### src/rtl/mips_pkg.sv
// ----------------------------------------------------------------------------
// mips_pkg
//   Shared definitions for the MIPS pipeline: control-bundle width, the bit
//   position of each control field, ALU operation encodings and the packed
//   control-bundle type.
//   No ports (package).
// ----------------------------------------------------------------------------
package mips_pkg;

    localparam int CTRL_W = 9;

    // Bit positions inside the 9-bit control bundle
    localparam int CTRL_REG_WRITE  = 8;
    localparam int CTRL_MEM_TO_REG = 7;
    localparam int CTRL_MEM_READ   = 6;
    localparam int CTRL_MEM_WRITE  = 5;
    localparam int CTRL_BRANCH     = 4;
    localparam int CTRL_ALU_SRC    = 3;
    localparam int CTRL_REG_DST    = 2;
    localparam int CTRL_ALU_OP_HI  = 1;
    localparam int CTRL_ALU_OP_LO  = 0;

    localparam logic [1:0] ALUOP_ADD   = 2'b00;
    localparam logic [1:0] ALUOP_SUB   = 2'b01;
    localparam logic [1:0] ALUOP_RTYPE = 2'b10;

    typedef struct packed {
        logic       reg_write;
        logic       mem_to_reg;
        logic       mem_read;
        logic       mem_write;
        logic       branch;
        logic       alu_src;
        logic       reg_dst;
        logic [1:0] alu_op;
    } ctrl_t;

endpackage

### src/rtl/pipe_field_reg.sv
// ----------------------------------------------------------------------------
// pipe_field_reg
//   W-bit pipeline field register with synchronous reset, clear and load.
//   Priority per edge: rst > clr > load > hold. Clear zeroes the field.
// Ports
//   clk   in  1  rising-edge clock
//   rst   in  1  synchronous active-high reset
//   load  in  1  capture d
//   clr   in  1  zero the field (beats load)
//   d     in  W  next value
//   q     out W  registered value
// ----------------------------------------------------------------------------
module pipe_field_reg #(
    parameter int W = 8
) (
    input  logic         clk,
    input  logic         rst,
    input  logic         load,
    input  logic         clr,
    input  logic [W-1:0] d,
    output logic [W-1:0] q
);

    always_ff @(posedge clk) begin
        if (rst)       q <= '0;
        else if (clr)  q <= '0;
        else if (load) q <= d;
    end

endmodule

### src/rtl/id_ex_pipe_reg.sv
// ----------------------------------------------------------------------------
// id_ex_pipe_reg
//   ID/EX pipeline stage register. Latches decode outputs for the execute
//   stage with a valid/ready handshake, flush, and bubble insertion (a bubble
//   carries an all-zero control bundle so EX cannot commit anything).
//   Optional feature macro: ID_EX_BUBBLE_CNT_EN adds a saturating bubble
//   counter and the ex_bubble_cnt port.
// Ports
//   clk, rst                    clock, synchronous active-high reset
//   flush                       squash stage contents, drop incoming instr
//   id_valid / id_ready         upstream handshake (id_ready combinational)
//   id_pc_plus4, id_rs_data,
//   id_rt_data, id_sign_ext     DATA_W decode data
//   id_rs, id_rt, id_rd         REG_ADDR_W register specifiers
//   id_ctrl                     9-bit control bundle
//   ex_ready / ex_valid         downstream handshake
//   ex_*                        registered copies of id_*
//   ex_bubble_cnt               CNT_W bubble count (macro only)
// ----------------------------------------------------------------------------
module id_ex_pipe_reg
    import mips_pkg::*;
#(
    parameter int DATA_W     = 32,
    parameter int REG_ADDR_W = 5,
    parameter int CNT_W      = 16
) (
    input  logic                  clk,
    input  logic                  rst,
    input  logic                  flush,
    input  logic                  id_valid,
    output logic                  id_ready,
    input  logic [DATA_W-1:0]     id_pc_plus4,
    input  logic [DATA_W-1:0]     id_rs_data,
    input  logic [DATA_W-1:0]     id_rt_data,
    input  logic [DATA_W-1:0]     id_sign_ext,
    input  logic [REG_ADDR_W-1:0] id_rs,
    input  logic [REG_ADDR_W-1:0] id_rt,
    input  logic [REG_ADDR_W-1:0] id_rd,
    input  logic [CTRL_W-1:0]     id_ctrl,
    input  logic                  ex_ready,
    output logic                  ex_valid,
    output logic [DATA_W-1:0]     ex_pc_plus4,
    output logic [DATA_W-1:0]     ex_rs_data,
    output logic [DATA_W-1:0]     ex_rt_data,
    output logic [DATA_W-1:0]     ex_sign_ext,
    output logic [REG_ADDR_W-1:0] ex_rs,
    output logic [REG_ADDR_W-1:0] ex_rt,
    output logic [REG_ADDR_W-1:0] ex_rd,
    output logic [CTRL_W-1:0]     ex_ctrl
`ifdef ID_EX_BUBBLE_CNT_EN
    ,
    output logic [CNT_W-1:0]      ex_bubble_cnt
`endif
);

    localparam int DB_W = 4*DATA_W + 3*REG_ADDR_W;

    logic            transfer;
    logic            drain;
    logic            valid_nxt;
    logic [DB_W-1:0] data_d;
    logic [DB_W-1:0] data_q;
    ctrl_t           ctrl_d;
    ctrl_t           ctrl_q;

    assign id_ready = !ex_valid || ex_ready;
    assign transfer = id_valid && id_ready;
    assign drain    = ex_valid && ex_ready && !id_valid;

    // Occupancy (EMPTY/FULL) is just ex_valid; flush wins over a transfer.
    always_comb begin
        valid_nxt = ex_valid;
        if (flush)         valid_nxt = 1'b0;
        else if (transfer) valid_nxt = 1'b1;
        else if (drain)    valid_nxt = 1'b0;
    end

    always_ff @(posedge clk) begin
        if (rst) ex_valid <= 1'b0;
        else     ex_valid <= valid_nxt;
    end

    // Data fields are not cleared on flush/drain; only ctrl must go to zero.
    assign data_d = {id_pc_plus4, id_rs_data, id_rt_data, id_sign_ext,
                     id_rs, id_rt, id_rd};

    pipe_field_reg #(.W(DB_W)) u_data (
        .clk  (clk),
        .rst  (rst),
        .load (transfer && !flush),
        .clr  (1'b0),
        .d    (data_d),
        .q    (data_q)
    );

    assign {ex_pc_plus4, ex_rs_data, ex_rt_data, ex_sign_ext,
            ex_rs, ex_rt, ex_rd} = data_q;

    assign ctrl_d = ctrl_t'(id_ctrl);

    // Clear beats load inside the field register, so a flushed transfer
    // leaves a bubble. Drain and transfer are mutually exclusive.
    pipe_field_reg #(.W(CTRL_W)) u_ctrl (
        .clk  (clk),
        .rst  (rst),
        .load (transfer),
        .clr  (flush || drain),
        .d    (ctrl_d),
        .q    (ctrl_q)
    );

    assign ex_ctrl = ctrl_q;

`ifdef ID_EX_BUBBLE_CNT_EN
    // Counts every edge that leaves the stage empty; saturates.
    always_ff @(posedge clk) begin
        if (rst)
            ex_bubble_cnt <= '0;
        else if (!valid_nxt && (ex_bubble_cnt != {CNT_W{1'b1}}))
            ex_bubble_cnt <= ex_bubble_cnt + {{(CNT_W-1){1'b0}}, 1'b1};
    end
`endif

endmodule

### config.mk
export PLATFORM = sky130hd
export DESIGN_NAME = id_ex_pipe_reg
export DESIGN_NICKNAME = d
export VERILOG_FILES = /design/src/rtl/mips_pkg.sv /design/src/rtl/pipe_field_reg.sv /design/src/rtl/id_ex_pipe_reg.sv
export SDC_FILE = /design/constraint.sdc
export NUM_CORES = 1
export LEC_CHECK = 0
export ABC_AREA = 1
export ABC_CLOCK_PERIOD_IN_PS = 1200
export BUFFER_PORTS_ARGS = -buffer_cell sky130_fd_sc_hd__buf_2
export CAP_MARGIN = 30
export CORE_ASPECT_RATIO = 0.75
export CORE_UTILIZATION = 40
export DETAILED_ROUTE_END_ITERATION = 8
export PLACE_DENSITY = 0.68
export SETUP_SLACK_MARGIN = 0.2
export SLEW_MARGIN = 0
export SYNTH_ARGS = -nofsm -noshare
export SYNTH_HDL_FRONTEND = slang
export SYNTH_SLANG_ARGS = --single-unit
### constraint.sdc
create_clock -name clk -period 1.2 [get_ports clk]
set_clock_uncertainty 0.2 [all_clocks]
set_input_delay 0.06 -clock clk [delete_from_list [all_inputs] [get_ports clk]]
set_output_delay 0.06 -clock clk [all_outputs]
set_load 0.02 [all_outputs]
==> results by group <==
Logic synthesis
  – Sequential fraction of the synthesis area: 39.1%
  – Syn Nets: 1438
  – Cells after Synth: 1281
  – Post-synth cell types: 17
  – Yosys reg bits: 153
  – Syn Area/Cell: 6.11 um^2
  – Post-synth EDFFs: 0
  – YS warnings: 0
  – Commonest register cell after synthesis: dfxtp_1
  – Asr flop ratio synth: 0%
  – Syn Std Cell Area: 0.00783 mm^2

Floorplanning
  – Site Rows: 43
  – Core footprint: 0.0188 mm^2
  – Die area: 0.0202 mm^2
  – Die H: 123 um
  – Die Wd: 164 um
  – Initial core utilization: 41.6%
  – I/O pin total: 311

Routing
  – ANT nets after route: 0
  – Vias: 9885
  – DR vias/cell: 4.86
  – TritonRoute pass-1 iters: 5
  – Remaining DRCs: 0
  – Routed WL: 32700 um
  – DR WL/cell: 16.1 um
  – DR iter-0 viols: 999

Clock tree
  – Worst-path clk slew: 70 ps
  – Clk Latency, worst-skew pair: 410 ps
  – Num CTS Buffers: 17
  – # hold bufs at CTS: 153
  – Clock Tree Root: clkbuf_16
  – Bufs on Longest Clock Path: 2
  – Clk sinks: 153
  – H-Tree Depth: 4
  – CTS tree: yes

Place
  – Placed Area: 0.00990 mm^2
  – Post-DP HPWL: 15400 um
  – Port buffer count: 310
  – Gpl congestion: 0.834
  – Placed cells: 1803

Global routing
  – Grt total ovfl: 0
  – Vias in the first global route: 8529
  – GRT Util Overall: 25.8%
  – Global-route wire length before repair: 41000 um
  – Largest net degree at the start of global routing: 70
  – Initial antenna violation count: 2

STA
  – Hold Slack: -85.6 ps
  – Period minus WS final: 1520 ps
  – Slew Limit Fails: 0
  – Ratio of final minimum period to clock period: 127%
  – Actual slew at the worst max-slew pin: 340 ps
  – Fmax: 657 MHz
  – Worst setup margin: -323 ps
  – Slew HR: 77.3%
  – Final hold viol count: 94
  – RSZ-0062 raised after global routing: yes
  – Setup violations, final: 155

Min path
  – Worst Hold End: ex_valid
  – Hold wc startpoint: rst
  – WHS Path Cells: 5
  – Hold Crit Class: input pin to flop

Run status
  – Failing checks: hold timing, setup timing
  – Status: finished with violations

Final layout
  – Share of layout cells above drive strength 1: 41.1%
  – Area Overhead vs Synth: 86.4%
  – Final instance area: 0.0146 mm^2
  – Layout Nets: 1931
  – Fillers: 1166
  – Fin cells: 2035

Worst setup path
  – CP Max Fanout: 8
  – R2R setup slack: -320 ps
  – Worst EP required: 1330 ps
  – Classification of the worst setup path: flop to flop
  – Reg2Reg Depth: 8
  – Worst r2r dst: u_data.q[103]
  – CP startpoint kind: flop
  – R2r startpoint: ex_valid
  – CP arrival: 1650 ps
  – Worst setup EP type: flop

Pwr
  – Maximum VDD drop: 763 uV
  – Leak: 7.98 nW
  – Power per standard cell area: 1070 mW/mm^2

Job
  – Number of max-cap violations: 0
==> cell type report <==
type,instances,area (um^2),share of cell area [%]
antenna,2,5.00,0.0343
clock buffer,19,443,3.03
clock inverter,12,163,1.11
inverter,433,1630,11.2
multi-input combinational,616,3160,21.7
sequential,153,3250,22.3
tap,247,309,2.12
timing repair buffer,553,5630,38.6
==> state kept, by name, indices dropped and copies added (netlist names) <==
register	count
ex_valid	1
u_ctrl.q	9
u_data.q	143
==> through the flow <==
step	setup TNS, ps	worst slack (ps)	power [mW]	utilization [%]
after floorplan	-4350	-60.2	7.38	-
after global placement	-7750	-96.4	8.38	52.6
after detailed placement	-10590	-117	8.42	52.6
after CTS	-30940	-257	14.6	67.2
after global routing	-43460	-383	16.3	77.5
final	-33960	-323	15.7	77.5
==> where the power goes <==
group	total, mW	leakage (nW)	switching, mW	internal [mW]
sequential	5.77	1.32	0.271	5.50
clock	5.63	0.279	2.28	3.35
combinational	4.28	6.39	2.17	2.11
total	15.7	7.98	4.73	11.0
==> cell usage after synthesis (3+ instances only) <==
library cell    n  area, um^2
buf_2          46         230
nand4_1       143         895
inv_2           3        11.3
buf_4           3        22.5
nor2_1        162         608
dfxtp_1       153        3060
clkbuf_1        5        18.8
inv_1         430        1610
nand2_1       297        1110
buf_1          18        67.6
buf_6           7        78.8
nand3b_1        9        67.6
==> cells in the final DEF, fill, tap and decap left out, drive strengths merged <==
master / synthesis / layout
nor2: 163 / 163
inv: 433 / 437
nand3: 1 / 1
nand4: 143 / 143
bufinv: 0 / 3
dlygate4sd3: 0 / 153
buf: 74 / 388
nand3b: 9 / 9
a21oi: 2 / 2
clkbuf: 5 / 31
clkinvlp: 0 / 5
diode: 0 / 2
nand2: 298 / 298
dfxtp: 153 / 153
==> per-layer routing <==
metal / vias to the layer above / track usage (%) / wire (um)
met5: - / 0 / 0
met4: 0 / 10.2 / 1060
met3: 106 / 7.68 / 3190
met2: 594 / 44.6 / 16400
met1: 4512 / 30.0 / 12100
li1: 4673 / - / -
==> what timing repair did <==
action | 4_1_cts | 5_1_grt
endpoints found under the hold margin | 153 | 95
gates cloned | 11 | 14
resized for setup | 66 | 623
setup buffers | 10 | 11
endpoints found under the setup margin | 307 | 307
pin swaps | 13 | 71
==> critical path, cell delays in order (launching register included) <==
cell and delay [ps]:
dfxtp_4 350, nand2_4 70, buf_12 110, nand3_4 90, buf_12 180, clkbuf_16 180
nand2_2 60, inv_1 40, nor2_1 150
==> logic make-up (layout without fill, tap and decap cells) <==
group / Yosys count / in the layout / share of synthesized area, %
AOI/OAI and AO/OA: 2 / 2 / 0.176
buffers and inverters: 512 / 1017 / 26.1
DFF: 153 / 153 / 39.1
other: 0 / 2 / 0
and+or+nand+nor: 614 / 614 / 34.6
==> how the worst max path moves through the flow <==
stage | start | endpoint | cells past startpoint
3_5_place_dp | ex_valid | u_data.q[54] | 6
5_1_grt | ex_valid | u_data.q[103] | 8
3_3_place_gp | ex_valid | u_data.q[38] | 6
4_1_cts | ex_valid | id_ready | 4
6_report | ex_valid | u_data.q[103] | 8
2_1_floorplan | ex_valid | u_data.q[62] | 7
(Power assumes the default switching activity.)
